===== config.mk =====
export PLATFORM = sky130hd
export DESIGN_NAME = fetch_sequencer_flat
export DESIGN_NICKNAME = d
export VERILOG_FILES = /design/src/rtl/fetch_sequencer_if.sv /design/src/rtl/fetch_sequencer.sv /design/src/flat_wrapper.sv
export SDC_FILE = /design/constraint.sdc
export NUM_CORES = 1
export LEC_CHECK = 0
export CAP_MARGIN = 5
export CORE_AREA = 4 4 113 115
export CTS_CLUSTER_DIAMETER = 150
export CTS_CLUSTER_SIZE = 12
export DETAILED_ROUTE_END_ITERATION = 10
export DIE_AREA = 0 0 117 119
export GPL_TIMING_DRIVEN = 1
export PLACE_DENSITY = 0.84
export SLEW_MARGIN = 15
export SYNTH_ARGS = -nofsm -noshare
export SYNTH_HDL_FRONTEND = slang
export SYNTH_SLANG_ARGS = --single-unit

===== constraint.sdc =====
create_clock -name clk -period 2 [get_ports clk]
set_input_delay 0.4 -clock clk [delete_from_list [all_inputs] [get_ports clk]]
set_output_delay 0.4 -clock clk [all_outputs]
set_load 0.005 [all_outputs]

===== src/rtl/fetch_sequencer_if.sv =====
// Fetch-side bus: instruction memory port, decode output stage and redirect request.
interface fetch_sequencer_if;
    logic [31:0] imem_addr;
    logic [31:0] imem_data;
    logic [31:0] instr;
    logic [31:0] instr_pc;
    logic        instr_valid;
    logic        instr_ready;
    logic        redirect_valid;
    logic [31:0] redirect_pc;

    // master: the fetch sequencer
    modport master (
        output imem_addr,
        input  imem_data,
        output instr,
        output instr_pc,
        output instr_valid,
        input  instr_ready,
        input  redirect_valid,
        input  redirect_pc
    );

    // slave: memory plus decode plus branch unit
    modport slave (
        input  imem_addr,
        output imem_data,
        input  instr,
        input  instr_pc,
        input  instr_valid,
        output instr_ready,
        output redirect_valid,
        output redirect_pc
    );
endinterface


===== src/rtl/fetch_sequencer.sv =====
// Instruction-fetch controller: owns the PC, registers each fetched word into a
// one-entry valid/ready output stage, applies redirects with flush, and stops on
// a halt word, at the last memory word, or on an out-of-range redirect.
//
// state | meaning
// IDLE  | waiting for start; in-range redirects preload the PC
// FETCH | one fetch per cycle when the output stage is free
// HALT  | fetching stopped; held instruction may still drain; exit by reset
module fetch_sequencer #(
    parameter int          DEPTH     = 32,
    parameter logic [31:0] RESET_PC  = 32'd0,
    parameter logic [31:0] HALT_WORD = 32'hFFFF_FFFF
) (
    input  logic                clk,
    input  logic                reset,
    input  logic                start,
    fetch_sequencer_if.master   bus,
    output logic                halted,
    output logic                err
);

    typedef enum logic [1:0] {IDLE, FETCH, HALT} state_t;

    localparam logic [31:0] DEPTH_W = 32'(DEPTH);
    localparam logic [31:0] LAST_PC = 32'(DEPTH - 1);

    state_t      state;
    logic [31:0] pc;
    logic [31:0] instr;
    logic [31:0] instr_pc;
    logic        instr_valid;
    logic        redirect_ok;
    logic        capture;

    // Memory is read combinationally at the current PC.
    assign bus.imem_addr   = pc;
    assign bus.instr       = instr;
    assign bus.instr_pc    = instr_pc;
    assign bus.instr_valid = instr_valid;

    // Redirect target legality and output-stage availability.
    always_comb begin
        redirect_ok = (bus.redirect_pc < DEPTH_W);
        capture     = !bus.redirect_valid && (!instr_valid || bus.instr_ready);
    end

    // Sequencer state, PC, output stage and status flags.
    always_ff @(posedge clk) begin
        if (reset) begin
            state       <= IDLE;
            pc          <= RESET_PC;
            instr       <= 32'd0;
            instr_pc    <= 32'd0;
            instr_valid <= 1'b0;
            halted      <= 1'b0;
            err         <= 1'b0;
        end else begin
            case (state)
                IDLE: begin
                    if (bus.redirect_valid) begin
                        if (redirect_ok) begin
                            pc <= bus.redirect_pc;
                            if (start) state <= FETCH;
                        end else begin
                            state  <= HALT;
                            halted <= 1'b1;
                            err    <= 1'b1;
                        end
                    end else if (start) begin
                        state <= FETCH;
                    end
                end
                FETCH: begin
                    if (bus.redirect_valid) begin
                        // Flush wins over a pending handshake.
                        instr_valid <= 1'b0;
                        if (redirect_ok) begin
                            pc <= bus.redirect_pc;
                        end else begin
                            state  <= HALT;
                            halted <= 1'b1;
                            err    <= 1'b1;
                        end
                    end else if (capture) begin
                        if (bus.imem_data != HALT_WORD) begin
                            instr       <= bus.imem_data;
                            instr_pc    <= pc;
                            instr_valid <= 1'b1;
                            if (pc == LAST_PC) begin
                                state  <= HALT;
                                halted <= 1'b1;
                            end else begin
                                pc <= pc + 32'd1;
                            end
                        end else begin
                            instr_valid <= 1'b0;
                            state       <= HALT;
                            halted      <= 1'b1;
                        end
                    end
                end
                HALT: begin
                    if (instr_valid && bus.instr_ready) instr_valid <= 1'b0;
                end
                default: state <= IDLE;
            endcase
        end
    end

endmodule


===== src/flat_wrapper.sv =====
// flat-port wrapper written by rule: the top's interface ports become plain ports
module fetch_sequencer_flat 
#(
    parameter int          DEPTH     = 32,
    parameter logic [31:0] RESET_PC  = 32'd0,
    parameter logic [31:0] HALT_WORD = 32'hFFFF_FFFF
)
  (clk, reset, start, halted, err, bus_imem_addr, bus_imem_data, bus_instr, bus_instr_pc, bus_instr_valid, bus_instr_ready, bus_redirect_valid, bus_redirect_pc);
  fetch_sequencer_if bus_i ();
  input  logic clk;
  input  logic reset;
  input  logic start;
  output logic halted;
  output logic err;
  output wire logic [$bits(bus_i.imem_addr)-1:0] bus_imem_addr;
  input wire logic [$bits(bus_i.imem_data)-1:0] bus_imem_data;
  output wire logic [$bits(bus_i.instr)-1:0] bus_instr;
  output wire logic [$bits(bus_i.instr_pc)-1:0] bus_instr_pc;
  output wire logic [$bits(bus_i.instr_valid)-1:0] bus_instr_valid;
  input wire logic [$bits(bus_i.instr_ready)-1:0] bus_instr_ready;
  input wire logic [$bits(bus_i.redirect_valid)-1:0] bus_redirect_valid;
  input wire logic [$bits(bus_i.redirect_pc)-1:0] bus_redirect_pc;
  assign bus_imem_addr = bus_i.imem_addr;
  assign bus_i.imem_data = bus_imem_data;
  assign bus_instr = bus_i.instr;
  assign bus_instr_pc = bus_i.instr_pc;
  assign bus_instr_valid = bus_i.instr_valid;
  assign bus_i.instr_ready = bus_instr_ready;
  assign bus_i.redirect_valid = bus_redirect_valid;
  assign bus_i.redirect_pc = bus_redirect_pc;
  fetch_sequencer #(.DEPTH(DEPTH), .RESET_PC(RESET_PC), .HALT_WORD(HALT_WORD)) u_core (.clk(clk), .reset(reset), .start(start), .bus(bus_i), .halted(halted), .err(err));
endmodule

==> run metrics <==
status=finished with violations; failing checks=setup timing; max_slew headroom=0.641; cts bufs inserted=9; syn_area_per_cell=7.74 um2; CP Class=register to register; n_diodes=0; worst skew pair latency=0.34 ns; top cells by area, synth=dfxtp_1 44%, nand2_1 13%, a21oi_1 9.1%; share of flip-flops with an asynchronous set or reset=0; CP Data Required Time=2.27 ns; period utilization=1.06; wire per inst=18.7 um; Yosys warning total=0; Chip Width=117 um; routed wire length=18.8 mm; post-synthesis cell type count=54; initial core utilization=0.390; worst ir drop on vdd=378 uV; unrepaired setup endpoints after global routing=true; largest net degree at the start of global routing=52; Post-synth EDFFs=0; post-route ant nets=0; Largest stage delay, worst path=0.40 ns; crit path max fanout=6; setup ws final=-0.111 ns; crit end category=register; CTS root buf=clkbuf_16; RD Place Congestion=0.958; Final HPWL DP=11.9 mm; Max-cap violations=0; post-synth net total=666; initial drt markers=606; Max clock buf depth=2; layout cells sized above 1=0.231; CTS clock-pin slew for the worst setup and hold paths=0.07 ns; CTS sink count=101; Crit path arrival time=2.38 ns; Multi-input gate area=2590 um2; Synth Area in Adders=0.00271; area of the die=13,900 um2; Cell Area, Synth=4610 um2; FF+latch area=2040 um2; drc violations=0; via count=5,769; final setup fails=18; first-pass GRT wire length=25.8 mm; P&R area growth vs syn=72.5%; Top FF cell, synth=dfxtp_1; share of the synthesized area in the top cell type=0.439; Cell Chain, Critical Path=nor4_1, nand3_1, or3_4, a31oi_4, clkbuf_16, a21oi_1, o21ai_1; largest family of logic cells by synthesized area=simple AND/OR/NAND/NOR gates; Slew Viols, Final=0; Least-Margin Pin Slew=0.538 ns; largest area contributor in the netlist=dfxtp_1; Setup WS pre-CTS=-0.537 ns; min-delay worst type=input port to register; initial antenna violation count=0; Slowest cell on crit path=nor4_1; Final Hold Fails=0; leak pwr=3.22 nW; filler cell count=911; die height=119 um; Synth Area in Simple Gates=0.285; total track usage=0.231; Top-Level Pins=168; Rows=40; drt first pass iters=5; pwr dens=518 nW/um2; fmax=474 MHz; Max Clock Skew=0.00645 ns; CTS tree=yes; grt ovf=0; Vias/cell=5.73; area of the core=11,800 um2; dpl cells=971; Layout Cells excl Fill=1,006; H-Tree Level Count=3; Synth Instances=596; setup tns final=-0.748 ns; CP Launch Type=register; # nets final=924; Post-Synth XOR/XNOR Area=0.00760; fin crit period=2.11 ns; post-route cell area=7960 um2; Seq/Total Area, Yosys=0.439; IO buf count=167; Post-CTS Hold Fix Bufs=0; FF+latch count, synth=101; mux share of post-synthesis cell area=0; number of global-route vias before repair=5,248; Cell Area, Placed=7060 um2; complex-gate fraction of the synthesized area=0.209
metal layers:
| layer | wire length, um | up-vias | track usage |
|---|---|---|---|
| met5 | 0 | - | 0 |
| met4 | 1030 | 0 | 0.108 |
| met3 | 1700 | 105 | 0.0462 |
| met2 | 9170 | 367 | 0.376 |
| met1 | 6870 | 2657 | 0.289 |
| li1 | - | 2640 | - |
path summary, 6_finish.rpt:
path / to / slack, ns / cells after the start / from
max: u_core.bus.imem_addr[10] / -0.11 / 7 / u_core.bus.imem_addr[7]
min: u_core.bus.instr[20] / 0.34 / 3 / bus_imem_data[20]
max reg2reg: u_core.bus.imem_addr[10] / -0.11 / 7 / u_core.bus.imem_addr[7]
min reg2reg: u_core.bus.instr[24] / 0.45 / 2 / u_core.bus.instr[24]
sequential cells by signal (all words and copies together) (netlist names):
| signal | flops |
|---|---|
| u_core.bus.imem_addr | 32 |
| u_core.bus.instr | 32 |
| u_core.bus.instr_pc | 32 |
| u_core.state | 2 |
| u_core.bus.instr_valid | 1 |
| u_core.err | 1 |
| u_core.halted | 1 |
synth_stat cells, drive strengths merged (4+ instances only):
cell / number
nand2: 157
dfxtp: 101
a21oi: 84
o21ai: 33
buf: 26
nor4: 21
nand4: 19
nor2: 15
clkbuf: 14
nand3: 14
a31oi: 13
and3: 12
o31ai: 12
inv: 11
nor3: 10
and4: 7
and2: 6
a21o: 4
power by group:
group,switching [mW],total (mW),internal [mW],leakage [nW]
sequential,0.00492,2.02,2.01,0.821
combinational,0.149,0.343,0.194,2.25
clock,0.796,1.76,0.966,0.146
total,0.949,4.12,3.17,3.22
metrics by stage:
step	utilization	total power, mW	hold WS (ns)
detailed placement	0.598	2.38	0.446
finish	0.674	4.12	0.335
floorplan	-	2.15	0.453
global placement	0.598	2.37	0.441
global route	0.674	4.24	0.340
CTS	0.634	4.11	0.445
worst max-delay path, delay by kind of cell, from the launching register on:
| family | cells | cell delay [ns] |
|---|---|---|
| flip-flops | 1 | 0.38 |
| buffers and inverters | 1 | 0.21 |
| AND/OR/NAND/NOR | 3 | 0.94 |
| AO/OA/AOI/OAI | 3 | 0.50 |
cells by family (layout without fill, tap and decap cells):
logic type / after synthesis / count (layout)
AO/OA/AOI/OAI: 165 / 165
XOR/XNOR: 4 / 4
adder cells (fa/ha/maj): 1 / 1
buffers and inverters: 52 / 314
flip-flops: 101 / 101
AND/OR/NAND/NOR: 273 / 274
repair_timing:
action,4_1_cts,5_1_grt
resized for setup,27,88
cloned,1,3
setup buffers,6,11
pin swaps,13,30
endpoints found under the setup margin,95,100
layout by cell type, fill, tap and decap left out, drive strengths merged, types with 2 or more instances in the layout:
cell type      netlist  routed
o31a                 2       2
and3                12      13
nor3                10      10
dlymetal6s2s         0      36
clkdlybuf4s50        0     126
a21oi               84      84
a21boi               2       2
or3                  3       3
clkbuf              14      16
nor4                21      21
nand4               19      19
clkinv               1       3
o31ai               12      12
dlygate4sd2          0       4
a41oi                3       3
nand3               14      14
dfxtp              101     101
a21o                 4       4
and4                 7       7
o41ai                2       2
a31oi               13      13
nand2              157     157
xnor2                3       3
o211ai               2       2
and2                 6       6
a211o                2       2
nor2                15      15
inv                 11      12
buf                 26     117
nand2b               3       3
o21ai               33      33
area by class of cell:
class | instances | area share
repair buffers | 286 | 0.351
well taps | 147 | 0.0231
multi-input cells | 444 | 0.326
clock inverters | 3 | 0.00330
flip-flops and latches | 101 | 0.257
clock buffers | 13 | 0.0341
inverters | 12 | 0.00566
Power figures use the tool's default switching activity.
